--- src/rtl/mem_req_arbiter.sv ---
// mem_req_arbiter
//   Round-robin arbiter sharing one 32-bit memory command port between
//   NUM_REQ requesters (0 = dcache, 1 = icache, 2 = graphics fetch).
//   One transaction is latched, issued, and its completion routed back.
//
// Ports
//   clk, rst                 clock, synchronous active-low reset
//   req_valid/addr/we/wdata  per-requester command inputs (packed, 32b lanes)
//   req_ack                  one-hot pulse: command accepted by memory
//   rsp_valid, rsp_rdata     one-hot pulse: write done / read data valid
//   mem_cmd_*, mem_addr/we/wdata, mem_rd_valid, mem_rdata  memory side
//   busy                     not in IDLE
//   err                      sticky read-timeout flag
//
// Optional feature: define MEM_ARB_TIMEOUT_EN to enable the read-wait
// watchdog (TIMEOUT_CYC cycles); otherwise err is tied to 0.
module mem_req_arbiter #(
    parameter int NUM_REQ     = 3,
    parameter int TIMEOUT_CYC = 1024
) (
    input  logic                  clk,
    input  logic                  rst,
    input  logic [NUM_REQ-1:0]    req_valid,
    input  logic [NUM_REQ*32-1:0] req_addr,
    input  logic [NUM_REQ*4-1:0]  req_we,
    input  logic [NUM_REQ*32-1:0] req_wdata,
    output logic [NUM_REQ-1:0]    req_ack,
    output logic [NUM_REQ-1:0]    rsp_valid,
    output logic [31:0]           rsp_rdata,
    output logic                  mem_cmd_valid,
    input  logic                  mem_cmd_ready,
    output logic [31:0]           mem_addr,
    output logic [3:0]            mem_we,
    output logic [31:0]           mem_wdata,
    input  logic                  mem_rd_valid,
    input  logic [31:0]           mem_rdata,
    output logic                  busy,
    output logic                  err
);

    localparam int          IW     = (NUM_REQ > 1) ? $clog2(NUM_REQ) : 1;
    localparam int unsigned NREQ_U = NUM_REQ;

    typedef enum logic [1:0] {IDLE, ISSUE, WAIT_RD} state_t;

    state_t          state, state_nxt;
    logic [IW-1:0]   rr_ptr;
    logic [IW-1:0]   idx;
    logic [31:0]     addr_q;
    logic [3:0]      we_q;
    logic [31:0]     wdata_q;
    logic            gnt_found;
    logic [IW-1:0]   gnt_idx;
    logic            timeout;

`ifdef MEM_ARB_TIMEOUT_EN
    localparam int CW = $clog2(TIMEOUT_CYC + 1);
    logic [CW-1:0] to_cnt;
    logic          err_q;

    // Counter holds the number of completed WAIT_RD cycles, so the final
    // (TIMEOUT_CYC-th) wait cycle is the one where it reads TIMEOUT_CYC-1.
    // A same-cycle mem_rd_valid takes priority over the timeout.
    always_comb begin
        timeout = (state == WAIT_RD) && !mem_rd_valid &&
                  (to_cnt == CW'(TIMEOUT_CYC - 1));
    end

    always_ff @(posedge clk) begin
        if (!rst) begin
            to_cnt <= '0;
            err_q  <= 1'b0;
        end else begin
            if (state != WAIT_RD) to_cnt <= '0;
            else                  to_cnt <= to_cnt + 1'b1;
            if (timeout) err_q <= 1'b1;
        end
    end

    always_comb begin
        err = err_q;
    end
`else
    always_comb begin
        timeout = 1'b0;
        err     = 1'b0;
    end
`endif

    // Round-robin scan starting at rr_ptr.
    always_comb begin
        int unsigned c;
        gnt_found = 1'b0;
        gnt_idx   = '0;
        c         = 0;
        for (int unsigned i = 0; i < NREQ_U; i++) begin
            c = (32'(rr_ptr) + i) % NREQ_U;
            if (!gnt_found && req_valid[c]) begin
                gnt_found = 1'b1;
                gnt_idx   = IW'(c);
            end
        end
    end

    // State register and latched transaction.
    always_ff @(posedge clk) begin
        if (!rst) begin
            state   <= IDLE;
            rr_ptr  <= '0;
            idx     <= '0;
            addr_q  <= '0;
            we_q    <= '0;
            wdata_q <= '0;
        end else begin
            state <= state_nxt;
            if (state == IDLE && gnt_found) begin
                idx     <= gnt_idx;
                addr_q  <= req_addr[32*gnt_idx +: 32];
                we_q    <= req_we[4*gnt_idx +: 4];
                wdata_q <= req_wdata[32*gnt_idx +: 32];
            end
            if (state == ISSUE && mem_cmd_ready)
                rr_ptr <= (idx == IW'(NUM_REQ - 1)) ? '0 : idx + 1'b1;
        end
    end

    // Next-state logic.
    always_comb begin
        state_nxt = state;
        case (state)
            IDLE:    if (gnt_found) state_nxt = ISSUE;
            ISSUE:   if (mem_cmd_ready) state_nxt = (we_q != 4'b0000) ? IDLE : WAIT_RD;
            WAIT_RD: if (mem_rd_valid || timeout) state_nxt = IDLE;
            default: state_nxt = IDLE;
        endcase
    end

    // Outputs.
    always_comb begin
        mem_cmd_valid = (state == ISSUE);
        mem_addr      = addr_q;
        mem_we        = we_q;
        mem_wdata     = wdata_q;
        busy          = (state != IDLE);
        req_ack       = '0;
        rsp_valid     = '0;
        rsp_rdata     = '0;
        case (state)
            ISSUE: begin
                if (mem_cmd_ready) begin
                    req_ack[idx] = 1'b1;
                    if (we_q != 4'b0000) rsp_valid[idx] = 1'b1;
                end
            end
            WAIT_RD: begin
                if (mem_rd_valid) begin
                    rsp_valid[idx] = 1'b1;
                    rsp_rdata      = mem_rdata;
                end else if (timeout) begin
                    rsp_valid[idx] = 1'b1;
                    rsp_rdata      = 32'hDEADBEEF;
                end
            end
            default: ;
        endcase
    end

endmodule

--- config.mk ---
export PLATFORM = sky130hd
export DESIGN_NAME = mem_req_arbiter
export DESIGN_NICKNAME = d
export VERILOG_FILES = /design/src/rtl/mem_req_arbiter.sv
export SDC_FILE = /design/constraint.sdc
export NUM_CORES = 1
export LEC_CHECK = 0
export CAP_MARGIN = 0
export CORE_AREA = 3 3 134 136
export DETAILED_ROUTE_END_ITERATION = 8
export DIE_AREA = 0 0 137 139
export GPL_TIMING_DRIVEN = 0
export PLACE_DENSITY = 0.69
export SLEW_MARGIN = 20
export SYNTH_ARGS = -nofsm -noshare
export SYNTH_HDL_FRONTEND = slang
export SYNTH_SLANG_ARGS = --single-unit
--- constraint.sdc ---
create_clock -name clk -period 2.8 [get_ports clk]
set_input_delay 0.7 -clock clk [delete_from_list [all_inputs] [get_ports clk]]
set_output_delay 0.7 -clock clk [all_outputs]
set_load 0.005 [all_outputs]
==> results.yml, run 1 <==
timing:
  hold_ws_ns: 0.4423
  clock_skew_ns: 0.003638
  fin_setup_tns_ns: 0
  worst_pin_slew_ns: 0.5926
  fin_crit_ns: 2.742
  drv_slew: 0
  hold_viol: 0
  max_slew_margin_pct: 60.49
  setup_viol: 0
  timing.fmax_ghz: 0.3647
  final.period_utilization_pct: 97.93
synth:
  synth_top_cells_by_area: "dfxtp_1 33%, and3_1 14%, o21ai_0 13%"
  synth_nets: 839
  synth_area_mm2: 0.004527
  ys_seq_elements: 74
  synthCells: 588
  synth_async_sr_flop_share_pct: 0
  synth_cell_type_count: 42
  seq_area_frac_synth_pct: 32.73
  synth_top_area_share_pct: 32.73
  ys.flop_type: "dfxtp_1"
  yosysTopAreaCell: "dfxtp_1"
  synth_edf_count: 0
  yosys_warnings: 0
  syn_area_per_cell_um2: 7.699
finish:
  n_antenna_cell: 0
  drive_gt1_share_pct: 8.272
  syn_to_final_growth_pct: 91.35
  final_util_pct: 50.78
  layout.nets: 1201
  design_area_mm2: 0.008662
worst_setup_path:
  worstSetupPathType: "in -> out"
  crit_arrival_ns: 2.04
  crit_fanout: 6
  end_kind: "output port"
  cp_cell_sequence: "clkdlybuf4s50_1 -> nand2_2 -> nor2_1 -> clkdlybuf4s50_1"
  crit_top_cell: "clkdlybuf4s50_1"
  cp_slowest_cell: "clkdlybuf4s50_1"
  critical_path.max_stage_delay_ns: 0.55
  start_kind: "input port"
  crit_required_ns: 2.10
run:
  max-cap-violations: 0
routing:
  vias: 5769
  totalWireLength_mm: 21.06
  drtIter0Drc: 239
  ant_nets: 0
  drc: 0
  vias_per_cell: 4.889
  firstDrtPassIters: 4
  wl_per_cell_um: 17.85
clock_tree:
  clock_path_buffers: 2
  cts_tree: "built"
  insertion_delay_ns: 0.33
  root_buffer: "clkbuf_16"
  holdBufCountCts: 0
  cts_sinks: 74
  path_clk_slew_ns: 0.06
  h-tree-depth: 3
  numCtsBuffers: 9
power:
  power_mw: 6.990
  powerDensity_mw_per_mm2: 807.0
  power.static_leakage_nw: 3.439
  ir_drop_mv: 0.3328
die:
  fp-row-count: 48
  dieWidth_um: 137
  dieArea_mm2: 0.01904
  io_pins: 352
  core-area_mm2: 0.01706
  die_h_um: 139
  start_util_pct: 26.54
global_route:
  grt_start_max_net_pins: 13
  grt_pass1_vias: 5596
  grt_usage_pct: 20.84
  grt_pass1_wl_mm: 31.08
  overflow: 0
  antenna_found_initial: 0
min_path:
  min_path_type: "reg -> reg"
status:
  status: "finished clean"
place:
  place_area_mm2: 0.008312
  place_hpwl_mm: 16.42
  port-buffer-count: 350
  gp_congestion: 0.7977
-- cell usage in the layout (no fill, tap or decap), types with 2 or more instances in the layout --
cell type / count
clkdlybuf4s50_1: 343
o21ai_0: 118
and3_1: 100
dfxtp_1: 74
nand2_1: 72
a211oi_1: 61
o21ai_1: 23
clkbuf_1: 22
buf_2: 15
nor2_1: 14
buf_6: 9
clkbuf_16: 9
inv_1: 8
clkbuf_2: 8
a211oi_2: 8
ha_1: 7
buf_4: 6
mux2i_1: 5
a21oi_1: 4
dlygate4sd2_1: 4
nand2b_1: 3
nor2b_1: 3
nand3b_1: 3
o21ai_2: 3
nor3_1: 2
clkbuf_8: 2
clkinvlp_4: 2
dlymetal6s2s_1: 2
-- sequential cells by signal, indices dropped and copies added, names as in the netlist --
name and flops:
mem_addr 32, mem_wdata 32, mem_we 4, idx 2, rr_ptr 2, state 2
-- cells in the mapped netlist (2+ instances only) --
cell,number
inv_1,8
and3_1,100
nand2b_1,3
nor3_1,2
o21ai_1,24
buf_6,9
a211oi_2,7
a21oi_1,4
dfxtp_1,74
buf_2,15
nand2_1,73
clkbuf_1,28
o21ai_2,2
nor2b_1,3
mux2i_1,5
clkbuf_2,2
ha_1,8
o21ai_0,118
nand3b_1,3
a211oi_1,62
buf_4,4
nor2_1,14
-- final timing paths --
check                  endpoint  slack (ns)  cells after the start     startpoint
setup / recovery     req_ack[1]        0.06                      4  mem_cmd_ready
hold / removal     mem_addr[28]        0.44                      2   mem_addr[28]
setup reg to reg  mem_wdata[27]        0.25                      9      rr_ptr[0]
hold reg to reg    mem_addr[28]        0.44                      2   mem_addr[28]
-- layout make-up --
class / count / area, um2
fillers: 1710 / 8394
flip-flops and latches: 74 / 1481
inverters: 8 / 30.03
clock inverters: 4 / 50.05
well taps: 225 / 281.5
multi-input cells: 447 / 2711
plain buffers: 58 / 332.8
clock buffers: 12 / 256.5
repair buffers: 352 / 3518
-- worst max-delay path: cells and delay by family --
family	cells	cell delay (ns)
AND/OR/NAND/NOR	2	0.26
buffers and inverters	2	1.08
-- per-layer routing --
metal	up-vias	share of wire [%]	wire (um)	track usage, %
li1	2860	-	-	-
met1	2655	40	8500	24.58
met2	233	49	10270	35.99
met3	21	9.3	1961	7.112
met4	0	1.6	333	5.200
met5	-	0	0	0
-- cells by family after synthesis --
group | after synthesis | synth area share, %
fa+ha+maj | 8 | 2.211
flops | 74 | 32.73
compound gates | 223 | 30.18
mux | 9 | 2.487
other cells | 1 | 0.08284
simple gates | 206 | 24.38
buf+inv | 67 | 7.933
-- where the power goes --
group          total, mW  switching, mW  leakage [nW]  internal [mW]
sequential          1.86          0.291         0.611           1.56
clock               1.20          0.463         0.145          0.738
combinational       3.93           1.89          2.68           2.04
total               6.99           2.65          3.44           4.34
-- per-stage QoR --
step | instances | setup WS [ns]
finish | 1180 | 0.05809
global route | 1180 | -0.008270
CTS | 1179 | 0.003734
detailed placement | 1163 | -0.3284
global placement | 1163 | -0.3071
floorplan | 588 | 0.6328
-- repair_timing --
item / CTS / global route
endpoints found under the setup margin: 34 / 81
setup buffers: 0 / 2
pin swaps: 0 / 1
gates resized for setup: 12 / 9
Note: power is estimated with default switching activity, not from simulation.
==> run 2: changes to the inputs <==
--- a/config.mk
+++ b/config.mk
@@ -5,12 +5,13 @@
 export SDC_FILE = /design/constraint.sdc
 export NUM_CORES = 1
 export LEC_CHECK = 0
+export ABC_AREA = 1
 export CAP_MARGIN = 0
-export CORE_AREA = 3 3 134 136
+export CORE_AREA = 3 3 137 139
 export DETAILED_ROUTE_END_ITERATION = 8
-export DIE_AREA = 0 0 137 139
+export DIE_AREA = 0 0 140 142
 export GPL_TIMING_DRIVEN = 0
-export PLACE_DENSITY = 0.69
+export PLACE_DENSITY = 0.7
 export SLEW_MARGIN = 20
 export SYNTH_ARGS = -nofsm -noshare
 export SYNTH_HDL_FRONTEND = slang
==> run 2 against run 1 <==
Against the previous run: clock power up 16%; non-clock buffer count up 1; worst hold slack better by 0.047 ns; worst setup slack better by 0.011 ns; final cell count up 22%; global-route usage up 0.37 points; cell area up 6.2%; critical path depth unchanged; sequential share of layout area down 1.0 points; routed wire length up 5.3%; core utilization up 0.95 points; fmax up 0.41%.
==> results.yml, run 2 <==
min_path:
  worstHoldPathCells: 2
  holdPathEnd: "state[1]"
  min_path_type: "reg -> reg"
  worstHoldStart: "state[1]"
timing:
  fin_setup_tns_ns: 0
  worst_pin_slew_ns: 0.5939
  hold_viol: 0
  timing.fmax_ghz: 0.3662
  final.period_utilization_pct: 97.53
  clock_skew_ns: 0.008788
  drv_slew: 0
  fin_crit_ns: 2.731
  max_slew_margin_pct: 60.04
  setup_viol: 0
  grt_setup_unrepaired: "no"
clock_tree:
  cts_sinks: 74
  holdBufCountCts: 0
  insertion_delay_ns: 0.34
  cts_tree: "built"
  path_clk_slew_ns: 0.06
  root_buffer: "clkbuf_16"
  numCtsBuffers: 9
  post-cts-setup-buffers: 0
  h-tree-depth: 3
  clock_path_buffers: 2
global_route:
  grt_usage_pct: 21.21
  overflow: 0
  grt_pass1_vias: 6345
  antenna_found_initial: 2
  grt_pass1_wl_mm: 33.67
  grt_start_max_net_pins: 13
worst_setup_path:
  r2r_start: "rr_ptr[0]"
  ff2ff_path_depth: 13
  start_kind: "input port"
  crit_fanout: 6
  rr_endpoint: "mem_addr[11]"
  crit_arrival_ns: 2.03
  regToRegSetupSlack_ns: 0.25
  crit_required_ns: 2.10
  end_kind: "output port"
  worstSetupPathType: "in -> out"
routing:
  vias: 6713
  drtIter0Drc: 263
  wl_per_cell_um: 15.39
  highest_layer: "met5"
  wl_met3_mm: 1.836
  ant_nets: 0
  vias_per_cell: 4.659
  wl_met1_mm: 8.720
  drc: 0
  totalWireLength_mm: 22.17
  wl_met2_mm: 10.99
  firstDrtPassIters: 6
place:
  place_hpwl_mm: 17.58
  place_area_mm2: 0.008801
  port-buffer-count: 349
  gp_congestion: 0.9633
synth:
  synthCells: 846
  syn_area_per_cell_um2: 5.935
  synth_common_cells: "184 x inv_1, 145 x nand3_1, 142 x a21oi_1"
  yosys_warnings: 0
  synth_cell_type_count: 25
  seq_area_frac_synth_pct: 29.50
  synth_area_mm2: 0.005021
  yosysTopAreaCell: "dfxtp_1"
  synth_nets: 1097
  synth_top_area_share_pct: 29.50
  ys.flop_type: "dfxtp_1"
  synth_edf_count: 0
  synth_top_cells_by_area: "dfxtp_1 30%, nand3_1 14%, a21oi_1 14%"
  ys_seq_elements: 74
  synth_async_sr_flop_share_pct: 0
  synth_most_common_cell: "inv_1"
die:
  start_util_pct: 28.24
  io_pins: 352
  die_h_um: 142
  fp-row-count: 49
  dieArea_mm2: 0.01988
  core-area_mm2: 0.01778
  dieWidth_um: 140
power:
  power.static_leakage_nw: 4.468
  power_mw: 7.966
  powerDensity_mw_per_mm2: 865.9
  ir_drop_mv: 0.5181
finish:
  design_area_mm2: 0.009199
  syn_to_final_growth_pct: 83.20
  layout.nets: 1457
  mostFrequentLayoutCells: "338 x clkdlybuf4s50_1, 184 x inv_1, 145 x nand3_1"
  final_common_cell: "clkdlybuf4s50_1"
  drive_gt1_share_pct: 6.193
run:
  max-cap-violations: 0
status:
  status: "finished clean"
[run 2: changes by cell type after synthesis, moves of 52 or more]
cell,change
a21oi_1,+138
o21ai_0,-52
and3_1,-100
nand3_1,+145
a211oi_1,-62
inv_1,+176
[run 2: timing repair]
item / in CTS / in global routing
cloned: 0 / 0
gates resized for setup: 21 / 18
setup endpoints to repair: 36 / 41
[run 2: cell families (layout without fill, tap and decap cells)]
family | after synthesis | in the layout | synth area share [%]
other | 1 | 2 | 0.07469
buffers and inverters | 252 | 617 | 20.28
AO/OA/AOI/OAI | 219 | 219 | 21.98
AND/OR/NAND/NOR | 292 | 292 | 26.17
flip-flops | 74 | 74 | 29.50
adder cells (fa/ha/maj) | 8 | 8 | 1.994
[run 2: area by class of cell]
| class | instances | area, um2 |
|---|---|---|
| repair buffers | 349 | 3483 |
| inverters | 190 | 713.2 |
| clock buffers | 11 | 252.7 |
| multi-input cells | 520 | 2546 |
| diodes | 1 | 2.502 |
| clock inverters | 5 | 100.1 |
| well taps | 229 | 286.5 |
| flip-flops and latches | 74 | 1481 |
| plain buffers | 62 | 332.8 |
| fillers | 1814 | 8581 |
[run 2: worst max path at each step]
stage	start	endpoint	slack, ns
floorplan	rr_ptr[0]	mem_addr[11]	0.78
global placement	mem_rd_valid	rsp_rdata[13]	-0.30
detailed placement	req_valid[2]	mem_addr[11]	-0.34
CTS	mem_cmd_ready	req_ack[0]	0.004
global route	mem_cmd_ready	req_ack[2]	0.009
finish	mem_cmd_ready	req_ack[2]	0.07
[run 2: critical path: stages]
cell and delay (ns):
clkdlybuf4s50_1 0.50, nand2_2 0.10, nor2_2 0.19, clkdlybuf4s50_1 0.54
[run 2: per-layer routing]
metal | global-route usage [%] | vias up
met5 | 0 | -
met4 | 7.955 | 2
met3 | 6.250 | 34
met2 | 37.33 | 295
met1 | 24.45 | 2972
li1 | - | 3410
[run 2: where the power goes]
part           internal [mW]  switching (mW)  leakage, nW
clock network          0.917           0.470        0.176
registers               1.49           0.220        0.616
logic                   2.15            2.72         3.68
total                   4.56            3.41         4.47
[run 2: through the flow]
| step | setup WS (ns) | hold slack, ns | util (%) | std cells |
|---|---|---|---|---|
| floorplan | 0.7825 | 0.4611 | - | 846 |
| global placement | -0.2959 | 0.4808 | 49.50 | 1424 |
| detailed placement | -0.3387 | 0.4839 | 49.50 | 1424 |
| CTS | 0.004313 | 0.4936 | 51.58 | 1440 |
| global route | 0.008817 | 0.5264 | 51.74 | 1441 |
| finish | 0.06926 | 0.4894 | 51.74 | 1441 |
==> run 3: changes to the inputs <==
--- a/config.mk
+++ b/config.mk
@@ -10,7 +10,6 @@
 export CORE_AREA = 3 3 137 139
 export DETAILED_ROUTE_END_ITERATION = 8
 export DIE_AREA = 0 0 140 142
-export GPL_TIMING_DRIVEN = 0
 export PLACE_DENSITY = 0.7
 export SLEW_MARGIN = 20
 export SYNTH_ARGS = -nofsm -noshare
==> run 3 against run 2 <==
Against the previous run: flip-flop and latch count unchanged; total power increased by 1.3%; core utilization increased by 0.13 points; worst hold slack improved by 0.029 ns; largest cell class unchanged; via count decreased by 1.0%; global-route usage decreased by 0.53 points; sequential power about the same; largest power group unchanged; combinational power increased by 2%; cell area increased by 0.24%; clock power about the same; clock skew about the same.
==> results.yml, run 3 (synthesis gave the netlist of run 2 again) <==
clock_tree:
  cts_sinks: 74
  numCtsBuffers: 9
  cts_tree: "built"
  root_buffer: "clkbuf_16"
  holdBufCountCts: 0
  path_clk_slew_ns: 0.06
  clock_path_buffers: 2
  h-tree-depth: 3
  insertion_delay_ns: 0.34
finish:
  final_cells: 1405
  layout.nets: 1422
  mostFrequentLayoutCells: "342 x clkdlybuf4s50_1, 184 x inv_1, 145 x nand3_1"
  n_antenna_cell: 0
  drive_gt1_share_pct: 5.357
  syn_to_final_growth_pct: 83.65
  design_area_mm2: 0.009221
  final_common_cell: "clkdlybuf4s50_1"
min_path:
  holdPathEnd: "mem_addr[24]"
  min_path_type: "reg -> reg"
  worstHoldStart: "mem_addr[24]"
  worstHoldPathCells: 2
routing:
  wl_per_cell_um: 15.49
  firstDrtPassIters: 4
  vias: 6645
  totalWireLength_mm: 21.76
  vias_per_cell: 4.730
  drc: 0
  drtIter0Drc: 271
  ant_nets: 0
worst_setup_path:
  rr_endpoint: "mem_addr[11]"
  start_kind: "flip-flop"
  worstSetupPathType: "reg -> out"
  crit_required_ns: 2.10
  cp_cell_sequence: "inv_1 -> ha_1 -> nand2_1 -> o21ai_2 -> nand2_1 -> buf_4 -> buf_4 -> nor2_1 -> clkbuf_2"
  regToRegSetupSlack_ns: 0.55
  critical_path.max_stage_delay_ns: 0.35
  crit_arrival_ns: 2.02
  r2r_start: "rr_ptr[1]"
  cp_slowest_cell: "dfxtp_1"
  end_kind: "output port"
  crit_fanout: 4
  ff2ff_path_depth: 10
timing:
  fin_setup_tns_ns: 0
  hold_viol: 0
  fin_crit_ns: 2.719
  drv_slew: 0
  timing.fmax_ghz: 0.3678
  setup_viol: 0
  grt_setup_unrepaired: "no"
  final.period_utilization_pct: 97.10
  clock_skew_ns: 0.008306
  fin_ws_ns: 0.08126
die:
  core-area_mm2: 0.01778
  dieArea_mm2: 0.01988
  io_pins: 352
  dieWidth_um: 140
  fp-row-count: 49
  die_h_um: 142
  start_util_pct: 28.24
power:
  power.static_leakage_nw: 4.450
  ir_drop_mv: 0.6547
  power_mw: 8.067
  powerDensity_mw_per_mm2: 874.8
global_route:
  overflow: 0
  grt_usage_pct: 20.68
  grt_start_max_net_pins: 47
  grt_pass1_vias: 6058
  antenna_found_initial: 1
  grt_pass1_wl_mm: 33.05
run:
  max-cap-violations: 0
place:
  pre_cts_ws_ns: -0.1206
  place_hpwl_mm: 16.25
  gp_congestion: 0.8852
  placed_cells: 1386
  port-buffer-count: 350
  place_area_mm2: 0.008788
status:
  status: "finished clean"
==> run 3: changes by cell type in the layout (fill, tap and decap cells not counted), sizes merged <==
cell           delta
clkbuf           -30
buf               -6
dlygate4sd2       -6
clkdlybuf4s50     +4
bufbuf            +1
diode             -1
dlymetal6s2s      +1
inv               +1
==> run 3: power by group <==
group	switching (mW)	total (mW)	internal, mW
clock network	0.482	1.38	0.899
registers	0.213	1.70	1.49
logic	2.73	4.98	2.26
==> run 3: critical path, delay by kind of cell (launching register included) <==
| kind | cells | cell delay [ns] |
|---|---|---|
| adder cells (fa/ha/maj) | 1 | 0.33 |
| buffers and inverters | 4 | 0.51 |
| AO/OA/AOI/OAI | 1 | 0.15 |
| flip-flops | 1 | 0.35 |
| AND/OR/NAND/NOR | 3 | 0.33 |
==> run 3: repair_timing <==
action / CTS / global route
pin swaps: 2 / 1
resized for setup: 13 / 6
endpoints found under the hold margin: 0 / 0
endpoints found under the setup margin: 37 / 5
cloned: 1 / 0
setup buffers: 2 / 0
==> run 3: how the worst max path moves through the flow <==
| stage | slack (ns) | startpoint | end | cells after the start |
|---|---|---|---|---|
| detailed placement | -0.12 | mem_rd_valid | rsp_rdata[6] | 5 |
| floorplan | 0.78 | rr_ptr[0] | mem_addr[11] | 13 |
| CTS | 0.02 | mem_cmd_ready | rsp_valid[2] | 8 |
| finish | 0.08 | state[1] | rsp_valid[2] | 9 |
| global route | 0.004 | state[0] | rsp_rdata[12] | 6 |
| global placement | -0.13 | mem_cmd_ready | rsp_valid[0] | 6 |
==> run 3: metrics by stage <==
stage	util (%)	hold WS, ns
2_1_floorplan	-	0.4611
3_3_place_gp	49.43	0.4826
3_5_place_dp	49.43	0.4847
4_1_cts	51.77	0.4951
5_1_grt	51.86	0.5605
6_report	51.86	0.5183
==> run 3: routing by layer <==
metal	global-route usage [%]	up-vias	share of wire, %	wire length [um]
met4	6.680	2	2.6	571
met5	0	-	0.051	11
met2	36.90	281	50	10990
li1	-	3326	-	-
met1	24.30	2999	39	8529
met3	5.376	37	7.6	1661
==> run 3: layout make-up <==
type	instances	area [um2]
fillers	1800	8558
repair buffers	376	3839
clock buffers	10	239.0
inverters	190	713.2
clock inverters	6	112.6
flip-flops and latches	74	1481
well taps	229	286.5
multi-input cells	520	2550
==> variant, RTL diff (flow settings as in run 1) <==
The parameter `NUM_REQ` goes from 3 to 2.
--- a/src/rtl/mem_req_arbiter.sv
+++ b/src/rtl/mem_req_arbiter.sv
@@ -15,7 +15,7 @@
 // Optional feature: define MEM_ARB_TIMEOUT_EN to enable the read-wait
 // watchdog (TIMEOUT_CYC cycles); otherwise err is tied to 0.
 module mem_req_arbiter #(
-    parameter int NUM_REQ     = 3,
+    parameter int NUM_REQ     = 2,
     parameter int TIMEOUT_CYC = 1024
 ) (
     input  logic                  clk,
Ports: changed (6 resized); port bits go from 352 to 281. The function was not compared with the original's and may differ.
==> variant against run 1 <==
Worst setup slack improved by 2.6 ps. Register-to-register slack improved by 800 ps. Non-clock buffer count decreased by 74. Sequential cell count decreased by 2. Cell area decreased by 20%. Wire length decreased by 19%. Synthesized area decreased by 20%. Critical endpoint is now rsp_rdata[29].
Power is not compared: it rests on default switching activity, and its combinational part moved more than twofold at a synthesized area within 25%.
==> variant: results (changes against run 1) <==
For the met3 demand-to-capacity share in global routing, the log shows 6.241% (-0.87 points). The worst register-to-register path begins at state[0]$_SDFFE_PN0P_. The share of cell area taken by multi-input logic gates is 26.73% (-4.6 points), and the ratio of cells with drive above 1 in the final layout is 6.693% (-1.6 points).

The gate count after technology mapping was 469 (-20%); the global routing met2 resource utilization was 28.66% (-7.3 points). The tools report the met2 wirelength from detailed routing as 8250 um (-20%). From synthesis to final layout, the design area changed by 92.87%.

Endpoint of the worst-slack reg-to-reg timing path: mem_addr[2]$_SDFFE_PN0P_. The flow ran to the end, and the final reports show no timing, DRC or antenna violations. The number of iterations in the first detailed-routing pass was 6 (+2); the number of distinct library cell variants in the gate-level netlist after synthesis was 29 (-31%). All-layer global routing usage: 16.86% (-4.0 points). Worst setup slack after placement: -336.6 ps (-8.230 ps). Yosys attributes the largest share of cell area to sky130_fd_sc_hd__dfxtp_1 (40%), sky130_fd_sc_hd__a31oi_1 (12%), sky130_fd_sc_hd__o21ai_1 (11%). The number of non-clock buffers in the layout was 336 (-18%). The post-detailed-route via-to-cell ratio was 4.856 (-0.67%); the port buffer count was 277 (-21%).

The non-clock buffer contribution to total cell area was 44.09% (-0.37 points). The final clock skew is 10.95 ps (+7.310 ps). The capture point of the worst path was rsp_rdata[29]. The post-synthesis compound-gate area fraction was 41.66% (+11 points); the combined flip-flop and latch cell area was 1441 um^2 (-2.7%).

The half-perimeter wire length after detailed placement came out at 13,080 um (-20%). The multi-input combinational gate total is 334 (-25%), and the routed metal-1 wirelength is 6769 um (-20%). Met3 layer wire length in the routed design: 1753 um (-11%). For the synthesized netlist net count, the log shows 646 (-23%). The last weighted congestion value of the routability-driven placer was 0.8332 (+4.5%); the clock buffer instance count of the final layout was 9 (-3).

The path with the worst hold slack has its endpoint at state[0]$_SDFFE_PN0P_. The tools report the launch point of the worst path as mem_rd_valid. The biggest fanout along the worst timing path is 10 (+4), and the instance area after placement is 6668 um^2 (-20%).

The count of state elements after synthesis came out at 72 (-2.7%). The number of placed cells counting well taps was 971 (-17%). The clock distribution area overhead in the final layout was 4.237% (+0.70 points); the met1 routing resource usage after global routing was 19.62% (-5.0 points).

The number of global-route vias before repair came out at 4,578 (-18%). The fraction of synthesized area in multiplexers came out at 0.2770% (-2.2 points). For the routed wire length, the log shows 17,140 um (-19%). The run gives 221 (-7.5%) as the number of DRC violations after detailed-routing iteration 0.
-- variant: cell count changes in the layout (fill, tap and decap cells not counted), moves of 8 or more --
cell / run 1 / this run
sky130_fd_sc_hd__o21ai_1: 23 / 80
sky130_fd_sc_hd__nor2_1: 14 / 1
sky130_fd_sc_hd__a211oi_2: 8 / 0
sky130_fd_sc_hd__a211oi_1: 61 / 1
sky130_fd_sc_hd__o21ai_0: 118 / 57
sky130_fd_sc_hd__nand2_1: 72 / 4
sky130_fd_sc_hd__clkdlybuf4s50_1: 343 / 274
sky130_fd_sc_hd__and3_1: 100 / 34
sky130_fd_sc_hd__a31oi_1: 0 / 68
sky130_fd_sc_hd__a21oi_1: 4 / 69
-- variant: power by group --
group / switching, mW / internal (mW)
logic: 0.630 / 0.774
clock network: 0.478 / 0.690
registers: 0.0940 / 1.21
-- variant: what timing repair did --
action / CTS / global route
pin swaps: 0 / 0
gates resized for setup: 7 / 5
setup endpoints to repair: 34 / 21
